$ cat src/rtl/gpr_file_pkg.sv
// gpr_file_pkg
//   Shared constants for the general-purpose register file: word and
//   register-address widths, the write-enable encoding, the flag-register
//   operation codes and the address of the register that doubles as the
//   condition-flag register.
package gpr_file_pkg;

    localparam int WORD_W     = 32;
    localparam int REG_ADDR_W = 5;
    localparam int NUM_REGS   = 1 << REG_ADDR_W;

    localparam logic WR_EN  = 1'b1;
    localparam logic WR_DIS = 1'b0;

    localparam logic [1:0] FLAG_OP_DIS        = 2'b00;
    localparam logic [1:0] FLAG_OP_SET        = 2'b01;
    localparam logic [1:0] FLAG_OP_SET_AND_WR = 2'b10;

    localparam logic [REG_ADDR_W-1:0] REG_ADDR_ZERO = 5'd0;
    localparam logic [REG_ADDR_W-1:0] REG_ADDR_FLAG = 5'd30;

endpackage

$ cat src/rtl/gpr_file.sv
// gpr_file
//   32 x 32-bit general-purpose register file with two combinational read
//   ports, one synchronous write port and a dedicated flag write path into
//   register 30 (the condition-flag register).
//
//   Ports
//     clk     in   1   clock, all writes on the rising edge
//     reset   in   1   asynchronous active-low clear of all registers
//     WE      in   1   write enable for the Din/AWr port
//     FlagOp  in   2   flag operation: DIS / SET / SET_AND_WR (2'b11 = DIS)
//     A1      in   5   read address, port 1
//     A2      in   5   read address, port 2
//     AWr     in   5   write address
//     Din     in  32   write data
//     NFlag   in  32   new flag value
//     RD1     out 32   regs[A1]
//     RD2     out 32   regs[A2]
//     Flag    out 32   regs[30]
module gpr_file
    import gpr_file_pkg::*;
(
    input  logic                  clk,
    input  logic                  reset,
    input  logic                  WE,
    input  logic [1:0]            FlagOp,
    input  logic [REG_ADDR_W-1:0] A1,
    input  logic [REG_ADDR_W-1:0] A2,
    input  logic [REG_ADDR_W-1:0] AWr,
    input  logic [WORD_W-1:0]     Din,
    input  logic [WORD_W-1:0]     NFlag,
    output logic [WORD_W-1:0]     RD1,
    output logic [WORD_W-1:0]     RD2,
    output logic [WORD_W-1:0]     Flag
);

    logic [WORD_W-1:0] regs [NUM_REGS];

    logic data_wr;
    logic flag_wr;

    // A plain SET claims the edge for the flag path only; SET_AND_WR still
    // lets the data port write. The reserved code 2'b11 falls out as DIS.
    assign flag_wr = (FlagOp == FLAG_OP_SET) || (FlagOp == FLAG_OP_SET_AND_WR);
    assign data_wr = (WE == WR_EN) && (FlagOp != FLAG_OP_SET) && (AWr != REG_ADDR_ZERO);

    always_ff @(posedge clk or negedge reset) begin
        if (!reset) begin
            for (int i = 0; i < NUM_REGS; i++) begin
                regs[i] <= '0;
            end
        end else begin
            if (data_wr) begin
                regs[AWr] <= Din;
            end
            // Issued after the data write so that NFlag wins when AWr
            // also targets the flag register on the same edge.
            if (flag_wr) begin
                regs[REG_ADDR_FLAG] <= NFlag;
            end
        end
    end

    // Register 0 is hard-wired to zero on the read side; no bypass from the
    // write port, so a same-cycle read sees the old contents.
    assign RD1  = (A1 == REG_ADDR_ZERO) ? '0 : regs[A1];
    assign RD2  = (A2 == REG_ADDR_ZERO) ? '0 : regs[A2];
    assign Flag = regs[REG_ADDR_FLAG];

endmodule

$ cat config.mk
export PLATFORM = sky130hd
export DESIGN_NAME = gpr_file
export DESIGN_NICKNAME = d
export VERILOG_FILES = /design/src/rtl/gpr_file_pkg.sv /design/src/rtl/gpr_file.sv
export SDC_FILE = /design/constraint.sdc
export NUM_CORES = 2
export LEC_CHECK = 0
export BUFFER_PORTS_ARGS = -buffer_cell sky130_fd_sc_hd__buf_2
export CORE_UTILIZATION = 35
export CTS_BUF_LIST = sky130_fd_sc_hd__clkbuf_8
export CTS_CLUSTER_SIZE = 10
export DETAILED_ROUTE_END_ITERATION = 8
export SLEW_MARGIN = 30
export SYNTH_ARGS = -nofsm -noshare
export SYNTH_HDL_FRONTEND = slang
export SYNTH_SLANG_ARGS = --single-unit
$ cat constraint.sdc
create_clock -name clk -period 3.85 [get_ports clk]
set_input_delay 0.77 -clock clk [delete_from_list [all_inputs] [get_ports clk]]
set_output_delay 0.77 -clock clk [all_outputs]
set_load 0.01 [all_outputs]
======== Word-level counts from Yosys, hierarchy flattened ========
Index checks and enable logic that the tools add are counted.
word-level totals
  register bits ........................... 1024
  latch bits .............................. 0
  memory bits (writable) .................. 0
  bits in read-only memories .............. 0
  output and inout bits ................... 96
  memories ................................ 0
cells by class
  add/subtract/negate cells ............... 0
  $mul .................................... 0
  divide/modulo/power cells ............... 0
  $lt $le $gt $ge ......................... 4
  equality and inequality tests ........... 3
  shift-type cells ........................ 0
  mux-type cells .......................... 13
  bitwise gates (word level) .............. 3
  reduce and logical (&&, ||, !) cells .... 8
operator list
  kind                                                                           number
  1024-bit bitwise mux                                                           1
  32-bit binary-select mux with 5-bit select                                     2
  32-bit two-way mux                                                             8
  32-bit demux with 5-bit select                                                 1
  64-bit two-way mux                                                             1
  6-bit greater-or-equal comparator (second input constant)                      3
  5-bit inverter with 6-bit output                                               3
  5-bit logical NOT                                                              2
  6-bit by 1-bit less-than comparator with 1-bit output (second input constant)  1
  5-bit nonzero test                                                             1
  1-bit logical AND                                                              3
  2-bit by 1-bit == test with 1-bit output (second input constant)               1
  2-bit == test (second input constant)                                          1
  2-bit by 1-bit inequality test with 1-bit output (second input constant)       1
  2-bit nonzero test                                                             1
  1-bit logical OR                                                               1

======== Depth between registers and ports, before layout ========
  word-level depth ........................ 8
  mapped depth ............................ 9

======== Least setup slack after synthesis ========
No wires, ideal clock.
  path type ............................... input port to output port
  start point ............................. input port A1[0]
  end point ............................... output port RD1[10]
  arrival time ............................ 2321 ps
  setup slack ............................. 759 ps
  cell stages on the path ................. 7
  path through ............................ buf_2 -> inv_1 -> buf_2 -> buf_1 -> clkbuf_1 -> o2111ai_1 -> a311oi_1
between the ends
  word-level cells in the longest chain between the ends .. 5
  elaborated cells between the ends (all ways) .. 6
  those cells by class .................... 4 x mux; 1 x bitwise; 1 x reduce/logical
RTL lines
  item                                                    RTL line        RTL
  start, declared                                         gpr_file.sv:26  input logic [REG_ADDR_W-1:0] A1,
  5-bit inverter with 6-bit output (not written as such)  gpr_file.sv:65  assign RD1 = (A1 == REG_ADDR_ZERO) ? '0 : regs[A1];
  32-bit binary-select mux with 5-bit select              gpr_file.sv:65
  32-bit two-way mux (not written as such) (2 in series)  gpr_file.sv:65
  32-bit two-way mux (*)                                  gpr_file.sv:65
  end, declared                                           gpr_file.sv:31  output logic [WORD_W-1:0] RD1,
Mark *: on every way between the ends. The rest lies on a longest branch, timed or not. The select of a mux whose other input is x is not followed.

======== Final worst setup path ========
  start point ............................. input port A1[2]
  end point ............................... output port RD1[2]
Same word-level chain as after synthesis.

==> summary.md <==
| Metric | Value |
|---|---|
| CP endpoint kind | primary output |
| Total Wirelength | ~180 mm |
| Post-Syn Instances | between 3,000 and 4,000 |
| Worst-path fanout max | 29 |
| GRT busiest layer | met2 |
| Die X | around 400 µm |
| Clk slew on worst S/H paths | 60 ps |
| Post-route setup slack | 4.023 ps |
| Pwr Density | approximately 480 mW/mm² |
| Cell breakdown of the critical path | buf_8 -> buf_12 -> buf_4 -> mux2i_1 -> nand2_1 -> o2111ai_1 -> a311oi_1 -> buf_2 |
| Io pins | 180 |
| Row cnt | 145 |
| GP Congestion | roughly 0.83 |
| Remaining DRCs | 0 |
| Worst path arrival time | slightly above 3000 ps |
| CTS sink cnt | 1,024 |
| Static Leak | between 0.02 and 0.03 µW |
| Syn_nets | 3,817 |
| Crit Path Class | input port to primary output |
| Largest net degree at the start of global routing | about 140 |
| Vias in the first global route | about 37,000 |
| Pwr Total | roughly 30,000 µW |
| Detailed Place HPWL | between 100 and 150 mm |
| Final ANT Viol Nets | 0 |
| Slowest CP cell | a311oi_1 |
| Setup Skew | 0 ps |
| Routing usage on met2 | 0.3686 |
| CP max stage delay | 660 ps |
| Final nets | 3,977 |
| Critical path's top delay family | buffers and inverters |
| GRT overflow | 0 |
| Max-Cap Viols | 0 |
| Worst Path Buf+Inv | 4 |
| DIE HEIGHT | about 400 µm |
| CTS tree | done |
| Antenna violations before repair | 12 |
| Routed WL per cell | roughly 30 µm |
| Final Max Slew Viols | 0 |
| Final setup violation count | 0 |
| Buffers on Ports | 179 |
| Status | finished clean |
| Worst slew pin tran | a little under 1000 ps |
| Layout cells sized above 1 | 0.5546 |
| Rel. slew slack | 0.3423 |
| Min-Delay Path Class | input port to register |
| Clock tree buffer depth | 3 |
| Worst EP required | roughly 3100 ps |
| P&R area growth vs syn | 15.18% |
| Startpoint types | input port |
| Synth Cell Area | around 0.055 mm² |
| Die area | between 0.15 and 0.2 mm² |
| Initial drt markers | 3,289 |
| Via density | 5.964 |
| Met1 usage in global routing | 0.3150 |
| First-pass GRT wire length | between 200 and 300 mm |
| Maximum VDD drop | 0.3663 mV |
| Final period util | 0.9990 |
| Total global-route track usage | 0.2342 |
| Via Count | roughly 36,000 |
| DR pass1 iterations | 5 |
| Synth Register Bits | 1,024 |
| Synthesized area per cell | 14.74 µm² |
| Core area | approximately 0.16 mm² |
| Cts bufs inserted | about 170 |
| Htree depth | 4 |
| Fmax | 260.0 MHz |
| Clk Latency, worst-skew pair | approximately 910 ps |
| Starting Density | 0.3525 |
| Root buffer cell | clkbuf_8 |
| Fin. Hold Viols | 0 |
| Netlist cell types | 42 |
| Final Critical Period | approximately 3800 ps |
| Grt met3 use | 0.05253 |
| Setup WS pre-CTS | -196.0 ps |
| Ys Warns | 0 |
| Register area share after synthesis | 0.4660 |
-- Yosys cell counts (all sizes together) --
library cell	n	share of area
nand3b	1	0.00014
nor4	2	0.00045
o41ai	1	0.00030
mux2	1024	0.21
nand4	4	0.00045
ha	1	0.00023
nor2b	69	0.0078
mux4	448	0.18
and4	1	0.00016
nor4b	1	0.00027
nor3b	1	0.00014
buf	226	0.022
or2	2	0.00023
nor2	51	0.0035
nand2b	6	0.00096
inv	4	0.00027
a21oi	32	0.0029
nand3	3	0.00027
or3	2	0.00032
and2	2	0.00023
o2111ai	16	0.0025
a22oi	64	0.0087
a221oi	48	0.0076
dfrtp	1024	0.47
mux2i	160	0.029
o21ai	112	0.010
clkbuf	248	0.017
nand2	42	0.0029
or4	4	0.00055
a211oi	64	0.0087
a311oi	64	0.010
nor3	5	0.00045
-- cell families (layout without fill, tap and decap cells) --
kind of cell / count (synthesis) / count (layout) / synth area share
muxes: 1632 / 1632 / 0.4243
DFF: 1024 / 1024 / 0.4660
buffers and inverters: 478 / 774 / 0.03943
AOI/OAI and AO/OA: 401 / 401 / 0.05126
and+or+nand+nor: 196 / 196 / 0.01882
adders and majority gates: 1 / 1 / 0.0002275
other: 0 / 5 / 0
-- worst register-to-register path, stage by stage (launching register included) --
cell     delay, ps
dfrtp_1        590
nor2_1          90
a21oi_1        120
-- final timing paths --
check	start	to	slack, ps	cells past startpoint
min reg2reg	regs[1010]	regs[1010]	390	0
max in group asynchronous	reset	regs[156]	2250	3
min	NFlag[5]	Flag[5]	140	3
min in group asynchronous	reset	regs[715]	380	2
max	A1[2]	RD1[2]	4	8
max reg2reg	Flag[31]	Flag[31]	2980	2
-- flip-flops by register name (all words and copies together) (netlist names) --
register	cells
Flag	32
regs	992
-- power breakdown --
part           total [µW]  leakage, µW  internal (µW)  switching, µW
registers           14000       0.0133          12600           1400
logic                6260       0.0125           3670           2590
clock network       10300      0.00210           5570           4760
total               30600       0.0279          21900           8760
-- layer usage --
metal,up-vias,share of wire
li1,14760,-
met5,-,0.00034
met4,12,0.036
met2,1369,0.47
met3,338,0.071
met1,19850,0.42
-- what timing repair did --
| item | CTS | global route |
|---|---|---|
| gates resized for setup | 7 | 2 |
| endpoints found under the hold margin | 35 | 0 |
| setup endpoints to repair | 7 | 2 |
| hold buffers | 1 | 0 |
| pin swaps | 0 | 0 |
| buffers inserted | 0 | 0 |
-- final cells by class --
| class | instances | area, µm² |
|---|---|---|
| clock inverter | 80 | 498.0 |
| antenna | 5 | 12.51 |
| sequential | 1024 | 25620 |
| tap | 2058 | 2575 |
| timing repair buffer | 459 | 3971 |
| clock buffer | 231 | 3179 |
| fill | 14500 | 92680 |
| multi-input combinational | 2230 | 27460 |
| inverter | 4 | 17.52 |
-- through the flow --
step | hold slack [ps] | util | TNS [ps] | instance area [µm²] | instances
4_1_cts | 70.30 | 0.4058 | 0 | 63310 | 6086
5_1_grt | 120.8 | 0.4059 | -0.2680 | 63340 | 6089
6_report | 144.6 | 0.4060 | 0 | 63340 | 6091
3_5_place_dp | 382.0 | 0.3819 | -455.2 | 59580 | 5774
2_1_floorplan | 441.3 | - | 0 | 54990 | 3732
3_3_place_gp | 376.7 | 0.3817 | -607.8 | 59560 | 5773
-- cells in the final DEF (no fill, tap or decap), types with 5 or more instances in the layout --
cell type,instances
clkbuf_8,231
mux2i_1,160
o2111ai_1,16
dfrtp_1,1024
clkinv_2,11
mux4_2,448
nor2b_1,65
a22oi_1,64
nor2_4,12
a21oi_1,32
diode_2,5
buf_12,70
buf_4,208
inv_1,55
a211oi_1,64
a311oi_1,58
a311oi_2,6
nand2_1,33
mux2_4,30
o21ai_1,9
nand2_2,9
mux2_1,11
a221oi_1,47
nor2_1,39
buf_2,172
mux2_2,983
o21ai_0,103
Note: power is estimated with default switching activity, not from simulation.
